**src/rtl/regfile_pkg.sv**
```systemverilog
// Shared types and helpers for the multi-port register file.
package regfile_pkg;

   typedef enum logic [0:0] {
      RF_CLEAR = 1'b0,
      RF_RUN   = 1'b1
   } rf_state_t;

   function automatic int rf_aw(input int nregs);
      return (nregs > 1) ? $clog2(nregs) : 1;
   endfunction

endpackage

```
**src/rtl/regfile_mp_if.sv**
```systemverilog
// Read/write/issue bus between id, wb and the register file.
interface regfile_mp_if
   import regfile_pkg::*;
#(
   parameter int XLEN  = 32,
   parameter int NREGS = 32,
   parameter int NRD   = 2
);
   localparam int AW = rf_aw(NREGS);

   logic [NRD*AW-1:0]   raddr_i;
   logic [NRD*XLEN-1:0] rdata_o;
   logic [NRD-1:0]      rbusy_o;
   logic                we_i;
   logic [AW-1:0]       waddr_i;
   logic [XLEN-1:0]     wdata_i;
   logic                set_busy_i;
   logic [AW-1:0]       set_addr_i;
   logic                ready_o;

   modport slave (
      input  raddr_i, we_i, waddr_i, wdata_i, set_busy_i, set_addr_i,
      output rdata_o, rbusy_o, ready_o
   );

   modport master (
      output raddr_i, we_i, waddr_i, wdata_i, set_busy_i, set_addr_i,
      input  rdata_o, rbusy_o, ready_o
   );
endinterface

```
**src/rtl/regfile_scoreboard.sv**
```systemverilog
// Per-register pending bits; a same-cycle set beats a clear since the new producer is younger.
module regfile_scoreboard #(
   parameter int NREGS = 32,
   parameter int AW    = 5
) (
   input  logic             clk,
   input  logic             rst,
   input  logic             i_run,
   input  logic             i_set,
   input  logic [AW-1:0]    i_set_addr,
   input  logic             i_clr,
   input  logic [AW-1:0]    i_clr_addr,
   output logic [NREGS-1:0] o_busy
);
   logic [NREGS-1:0] r_busy;

   // Bit 0 is only ever written by reset, so x0 can never look pending.
   always_ff @(posedge clk or posedge rst) begin
      if (rst) begin
         r_busy <= {NREGS{1'b0}};
      end else if (i_run) begin
         for (int i = 1; i < NREGS; i++) begin
            if (i_set && (i_set_addr == AW'(i))) begin
               r_busy[i] <= 1'b1;
            end else if (i_clr && (i_clr_addr == AW'(i))) begin
               r_busy[i] <= 1'b0;
            end
         end
      end
   end

   assign o_busy = r_busy;
endmodule

```
**src/rtl/regfile_mp.sv**
```systemverilog
// Multi-read-port integer register file with write bypass, post-reset clear sweep
// and a pending-bit scoreboard for decode hazard checks.
module regfile_mp
   import regfile_pkg::*;
#(
   parameter int XLEN  = 32,
   parameter int NREGS = 32,
   parameter int NRD   = 2
) (
   input  logic        clk,
   input  logic        rst,
   regfile_mp_if.slave bus
);
   localparam int AW = rf_aw(NREGS);

   rf_state_t           r_state;
   logic [AW-1:0]       r_clr_idx;
   logic                r_ready;
   logic [XLEN-1:0]     r_mem [1:NREGS-1];
   logic                w_run;
   logic                w_wr;
   logic [NREGS-1:0]    w_busy;
   logic [NRD*XLEN-1:0] w_rdata;
   logic [NRD-1:0]      w_rbusy;

   assign w_run = (r_state == RF_RUN);
   assign w_wr  = w_run && bus.we_i && (bus.waddr_i != {AW{1'b0}});

   // Clear sweep walks entries 1..NREGS-1; ready follows one cycle after entering RUN.
   always_ff @(posedge clk or posedge rst) begin
      if (rst) begin
         r_state   <= RF_CLEAR;
         r_clr_idx <= AW'(1);
         r_ready   <= 1'b0;
      end else begin
         r_ready <= w_run;
         if (r_state == RF_CLEAR) begin
            r_clr_idx <= r_clr_idx + AW'(1);
            if (r_clr_idx == AW'(NREGS - 1)) begin
               r_state <= RF_RUN;
            end
         end
      end
   end

   // Data array carries no reset so it can map onto RAM or plain flops.
   always_ff @(posedge clk) begin
      if (r_state == RF_CLEAR) begin
         r_mem[r_clr_idx] <= {XLEN{1'b0}};
      end else if (w_wr) begin
         r_mem[bus.waddr_i] <= bus.wdata_i;
      end
   end

   regfile_scoreboard #(
      .NREGS (NREGS),
      .AW    (AW)
   ) u_sb (
      .clk        (clk),
      .rst        (rst),
      .i_run      (w_run),
      .i_set      (bus.set_busy_i),
      .i_set_addr (bus.set_addr_i),
      .i_clr      (w_wr),
      .i_clr_addr (bus.waddr_i),
      .o_busy     (w_busy)
   );

   // Each port independently: x0 reads zero, a same-cycle write bypasses and masks busy.
   always_comb begin
      w_rdata = {NRD*XLEN{1'b0}};
      w_rbusy = {NRD{1'b0}};
      for (int k = 0; k < NRD; k++) begin
         if (!w_run || (bus.raddr_i[k*AW +: AW] == {AW{1'b0}})) begin
            w_rdata[k*XLEN +: XLEN] = {XLEN{1'b0}};
            w_rbusy[k]              = 1'b0;
         end else if (w_wr && (bus.waddr_i == bus.raddr_i[k*AW +: AW])) begin
            w_rdata[k*XLEN +: XLEN] = bus.wdata_i;
            w_rbusy[k]              = 1'b0;
         end else begin
            w_rdata[k*XLEN +: XLEN] = r_mem[bus.raddr_i[k*AW +: AW]];
            w_rbusy[k]              = w_busy[bus.raddr_i[k*AW +: AW]];
         end
      end
   end

   assign bus.rdata_o = w_rdata;
   assign bus.rbusy_o = w_rbusy;
   assign bus.ready_o = r_ready;
endmodule
```
**src/flat_wrapper.sv**
```systemverilog
// flat-port wrapper written by rule: the top's interface ports become plain ports
module regfile_mp_flat import regfile_pkg::*;
#(
   parameter int XLEN  = 32,
   parameter int NREGS = 32,
   parameter int NRD   = 2
)
  (clk, rst, bus_raddr_i, bus_we_i, bus_waddr_i, bus_wdata_i, bus_set_busy_i, bus_set_addr_i, bus_rdata_o, bus_rbusy_o, bus_ready_o);
  regfile_mp_if #(.XLEN(XLEN), .NREGS(NREGS), .NRD(NRD)) bus_i ();
  input  logic clk;
  input  logic rst;
  input wire logic [$bits(bus_i.raddr_i)-1:0] bus_raddr_i;
  input wire logic [$bits(bus_i.we_i)-1:0] bus_we_i;
  input wire logic [$bits(bus_i.waddr_i)-1:0] bus_waddr_i;
  input wire logic [$bits(bus_i.wdata_i)-1:0] bus_wdata_i;
  input wire logic [$bits(bus_i.set_busy_i)-1:0] bus_set_busy_i;
  input wire logic [$bits(bus_i.set_addr_i)-1:0] bus_set_addr_i;
  output wire logic [$bits(bus_i.rdata_o)-1:0] bus_rdata_o;
  output wire logic [$bits(bus_i.rbusy_o)-1:0] bus_rbusy_o;
  output wire logic [$bits(bus_i.ready_o)-1:0] bus_ready_o;
  assign bus_i.raddr_i = bus_raddr_i;
  assign bus_i.we_i = bus_we_i;
  assign bus_i.waddr_i = bus_waddr_i;
  assign bus_i.wdata_i = bus_wdata_i;
  assign bus_i.set_busy_i = bus_set_busy_i;
  assign bus_i.set_addr_i = bus_set_addr_i;
  assign bus_rdata_o = bus_i.rdata_o;
  assign bus_rbusy_o = bus_i.rbusy_o;
  assign bus_ready_o = bus_i.ready_o;
  regfile_mp #(.XLEN(XLEN), .NREGS(NREGS), .NRD(NRD)) u_core (.clk(clk), .rst(rst), .bus(bus_i));
endmodule
```
**config.mk**
```make
export PLATFORM = sky130hd
export DESIGN_NAME = regfile_mp_flat
export DESIGN_NICKNAME = d
export VERILOG_FILES = /design/src/rtl/regfile_pkg.sv /design/src/rtl/regfile_mp_if.sv /design/src/rtl/regfile_scoreboard.sv /design/src/rtl/regfile_mp.sv /design/src/flat_wrapper.sv
export SDC_FILE = /design/constraint.sdc
export NUM_CORES = 1
export LEC_CHECK = 0
export CORE_ASPECT_RATIO = 1.1
export CORE_MARGIN = 2
export CORE_UTILIZATION = 34
export DETAILED_ROUTE_END_ITERATION = 16
export PLACE_DENSITY = 0.58
export SLEW_MARGIN = 10
export SYNTH_ARGS = -nofsm -noshare
export SYNTH_HDL_FRONTEND = slang
export SYNTH_HIERARCHICAL = 1
export SYNTH_SLANG_ARGS = --single-unit
```
**constraint.sdc**
```tcl
create_clock -name clk -period 9.6 [get_ports clk]
set_input_delay 1.92 -clock clk [delete_from_list [all_inputs] [get_ports clk]]
set_output_delay 1.92 -clock clk [all_outputs]
set_load 0.005 [all_outputs]
```
# Word level (Yosys, flattened, before mapping)
# Memory sizes are Yosys's and may differ from the RTL's.
# Index checks and enable logic that the tools add are counted.
# W data, S select, Z words.
# classes
reduce_logical,135
n_eq_ne,65
mux,83
n_addsub,1
n_lt_le_gt_ge,2
# ops
cell,count
$eq A5 B5 Y1 const B,33
$mux W32,5
$eq A5 B4 Y1 const B,16
$mux W1,75
$logic_and A1 B1 Y1,66
$reduce_and A2 Y1,31
$reduce_bool A2 Y1,31
$eq A5 B3 Y1 const B,8
$reduce_or A32 Y1,1
$eq A5 B2 Y1 const B,4
$lt A5 B6 Y1 const B,2
$bmux W1 S5,2
$eq A5 B1 Y1 const B,2
$eq A5 B5 Y1,2
$logic_not A5 Y1,2
$add A5 B1 Y5 const B,1
$mux W5,1
$reduce_bool A5 Y1,1
$logic_or A1 B1 Y1,2
$logic_not A1 Y1,1
# totals
output_inout_bits,67
ram_bits,992
word_cells,321
inputBits,56
register_bits,38
n_memories,1
# mem_list
name,depth,word_bits,read_ports,rd_clocked_by_memory_dff,wr,line_no,text
u_core.r_mem,31,32,2,0,1,regfile_mp.sv:19,logic [XLEN-1:0] r_mem [1:NREGS-1];

# Depth between registers and ports, before layout
# logic_depth
ltp_word,7
ltp_mapped,10

# Hierarchy
# Netlist, hierarchy kept.
# modules_own_cells
module,area_each_um2,n_inst,cells_per_inst,seq_area_each_um2
regfile_mp,47714.5,1,2614,29965.0
regfile_scoreboard,1406.3,1,136,775.7

# Worst setup path after synthesis
# No wires, ideal clock.
# synth_timing
path_type,input -> output
startpoint,input port bus_raddr_i[0]
endpoint,output port bus_rdata_o[22]
n_path_buf,3
path_stages,7
path_slack_ps,4062
arrival_ps,3618
cell_sequence,buf_4 > buf_6 > buf_2 > mux4_2 > a22oi_1 > o211ai_1 > a32o_1
# synth_via
elab_chain_len,4
elab_cells_between_ends,7
cone_classes,eq/ne (1); mux (2); reduce/logical (3); memory (1)
# synth_rtl
item,line_no,text
from (decl),flat_wrapper.sv:12,input wire logic [$bits(bus_i.raddr_i)-1:0] bus_raddr_i;
branches (longest 3 deep; another with $mem_v2 Z31 W32),n/a,
$mux W32 *,regfile_mp.sv:74,if (!w_run || (bus.raddr_i[k*AW +: AW] == {AW{1'b0}})) begin
to (decl),flat_wrapper.sv:18,output wire logic [$bits(bus_i.rdata_o)-1:0] bus_rdata_o;
# Every way passes the cells marked *.

# Worst setup path in the final report
# layout_timing
startpoint,input port bus_waddr_i[4]
endpoint,output port bus_rdata_o[14]
# layout_via
elab_chain_len,5
elab_cells_between_ends,6
cone_classes,eq/ne (1); mux (2); reduce/logical (3)
# layout_rtl
item,line_no,text
from (decl),flat_wrapper.sv:14,input wire logic [$bits(bus_i.waddr_i)-1:0] bus_waddr_i;
$reduce_bool A5 Y1,regfile_mp.sv:27,assign w_wr = w_run && bus.we_i && (bus.waddr_i != {AW{1'b0}});
$logic_and A1 B1 Y1,regfile_mp.sv:27,
$logic_and A1 B1 Y1 *,regfile_mp.sv:77,end else if (w_wr && (bus.waddr_i == bus.raddr_i[k*AW +: AW])) begin
$mux W32 *,regfile_mp.sv:77,
$mux W32 *,regfile_mp.sv:74,
# Mark *: on every way between the ends. The rest lies on a longest branch, timed or not.

==> summary.md <==
| Metric | Value |
|---|---|
| Max VDD drop | 0.000148 V |
| Final Hold Fails | 0 |
| Detailed Place HPWL | 91100 um |
| Nets | 2900 |
| Fin crit share | 86.1% |
| Die width | 366 um |
| Core footprint | 144000 um^2 |
| H-tree depth | 3 |
| Antenna violations before repair | 5 |
| Final Wtd Congestion | 0.793 |
| Layout cells sized above 1 | 25.5% |
| TritonCTS clock tree | done |
| Largest net degree at the start of global routing | ~120 |
| Initial core utilization | 34.2% |
| Setup Fix Bufs, Post-CTS | 0 |
| Top Ports | 123 |
| Final instance area | 56000 um^2 |
| Final Util | about two fifths |
| Tmin final | between 8 and 9 ns |
| Async SR Flop Fraction | 3.69% |
| Register area share after synthesis | a little over three fifths |
| Initial DRC count | 4081 |
| Std cell rows | 146 |
| Placed cells | 4656 |
| Worst clock skew | 0.0201 ns |
| Most frequent cells in the layout | edfxtp_1 (992), mux4_2 (423), mux2i_1 (158) |
| Cts repair resizes | 0 |
| Fin Setup TNS | 0 ns |
| Yosys warnings | 8 |
| Layout Area Growth over Synthesis | 14.1% |
| Crit path DAT | 6.34 ns |
| Drt first pass iters | 5 |
| Placed Area | 52600 um^2 |
| Crit Path Class | in -> out |
| GRT Residual Overflow | 0 |
| First-pass GRT wire length | 226000 um |
| Full die area | about 150000 um^2 |
| Routed len/inst | approximately 33 um |
| Relative slew slack | 21.8% |
| Total power | 10.0 mW |
| # DRC | 0 |
| Yosys cell types | 74 |
| Vias per cell | roughly 6.2 |
| Final ANT Viol Nets | 0 |
| Pwr Density | around 180 nW/um^2 |
| Synth Register Bits | 1030 |
| CP required | 7.68 ns |
| # setup viols final | 0 |
| TritonCTS Sinks | 1030 |
| Final cell count without fillers | 4858 |
| Max Cap Viol | 0 |
| Predominant post-synthesis flop cell | edfxtp_1 |
| Num CTS Buffers | 108 |
| CTS Hold Buffers Added | 0 |
| Clock transition at path regs | 0.06 ns |
| Pins over their slew limit | 0 |
| Clock Latency Late Sink | 0.70 ns |
| Critical path launch point type | input pin |
| Measured slew at the worst slew-check pin | between 1 and 1.5 ns |
| Status | finished clean |
| Clk root buf | clkbuf_16 |
| Clock Tree Buf Depth | 3 |
| Leakage | 19.0 nW |
| Syn_nets | 2808 |
| Via Count | 30104 |
| Endpoint class of the critical path | primary output |
| Max Clock Freq | about 0.12 GHz |
| Synthesized area per cell | between 15 and 20 um^2 |
| Mapped cell area | 49100 um^2 |
| CP Max Fanout | 17 |
| I/O Buffers | around 120 |
| Cells after Synth | 2750 |
| RSZ-0062 raised after global routing | false |
| Final WL | approximately 160000 um |
| EDFF count, synth | 992 |
| GRT Resource Usage Total | 21.3% |
| Vias in the first global route | between 20000 and 30000 |
| Die Y | between 400 and 500 um |
| Most common cell after layout, fill and taps aside | edfxtp_1 |
| Hold Crit Class | reg -> reg |
-- synthesized netlist by cell type, types with 28 or more instances --
cell	instances	area (um^2)
clkbuf_1	110	413
nand2_1	61	229
o22ai_1	58	363
o21ai_1	56	280
a211o_1	28	245
edfxtp_1	992	29800
buf_2	63	315
and2_1	41	257
mux2i_1	158	1580
dfrtp_1	37	926
nor2_1	109	409
o21ai_0	39	195
mux4_2	423	9530
a22o_1	113	990
buf_4	28	210
a211oi_1	98	736
o31ai_1	40	300
-- logic make-up after synthesis --
group | share of synthesized area [%]
AOI/OAI and AO/OA | 8.62
xor gates and xnor gates | 0.232
adders and majority gates | 0.0509
buffers and inverters | 2.58
DFF | 62.6
muxes | 22.8
other | 0.00763
and+or+nand+nor | 3.15
-- power by group --
part	leakage (nW)	total [mW]	internal (mW)	switching (mW)
clock network	1.66	4.09	2.31	1.78
registers	10.8	4.97	4.96	0.0143
logic	6.60	0.933	0.367	0.566
total	19.0	10.0	7.64	2.36
-- stage by stage --
step | hold slack (ns) | setup slack [ns]
floorplan | 0.469 | 4.06
CTS | 0.524 | 1.53
global placement | 0.499 | 1.54
global route | 0.536 | 1.38
finish | 0.528 | 1.34
detailed placement | 0.511 | 1.54
-- state kept, by name, indices dropped and copies added, names as in the netlist --
| register | cells |
|---|---|
| u_core/u_sb/o_busy | 31 |
| u_core/bus.ready_o | 1 |
| u_core/r_mem | 992 |
| u_core/r_clr_idx | 5 |
| u_core/r_state | 1 |
-- per-layer routing --
metal | wire [um] | track usage (%)
met1 | 66500 | 30.5
met2 | 74900 | 33.7
met3 | 14400 | 3.70
met4 | 3970 | 5.47
met5 | 13 | 0
-- path summary, 6_finish.rpt --
check	start	to	slack, ns	cells after the start
setup / recovery	bus_waddr_i[4]	bus_rdata_o[14]	1.34	8
hold / removal	u_core/r_clr_idx[3]	u_core/r_clr_idx[3]	0.53	1
setup reg to reg	u_core/r_state	u_core/r_mem[16][18]	5.69	9
hold reg to reg	u_core/r_clr_idx[3]	u_core/r_clr_idx[3]	0.53	1
max in group asynchronous	rst	u_core/u_sb/o_busy[22]	7.64	3
min in group asynchronous	rst	u_core/bus.ready_o	1.50	2
-- worst max-delay path, stage by stage --
cell	delay, ns
clkdlybuf4s50_1	0.58
or4_4	0.62
o21ai_4	0.42
o31a_2	0.22
buf_4	0.43
nand2_1	0.60
o221ai_1	0.86
clkdlybuf4s50_1	0.65
-- layout make-up --
cell class	instances	area, um^2
well taps	1924	2410
flip-flops and latches	1030	30700
clock buffers	130	2800
multi-input cells	1476	17400
repair buffers	215	2020
clock inverters	69	589
diodes	3	7.51
inverters	11	41.3
fillers	13099	87700
(Power assumes the default switching activity.)
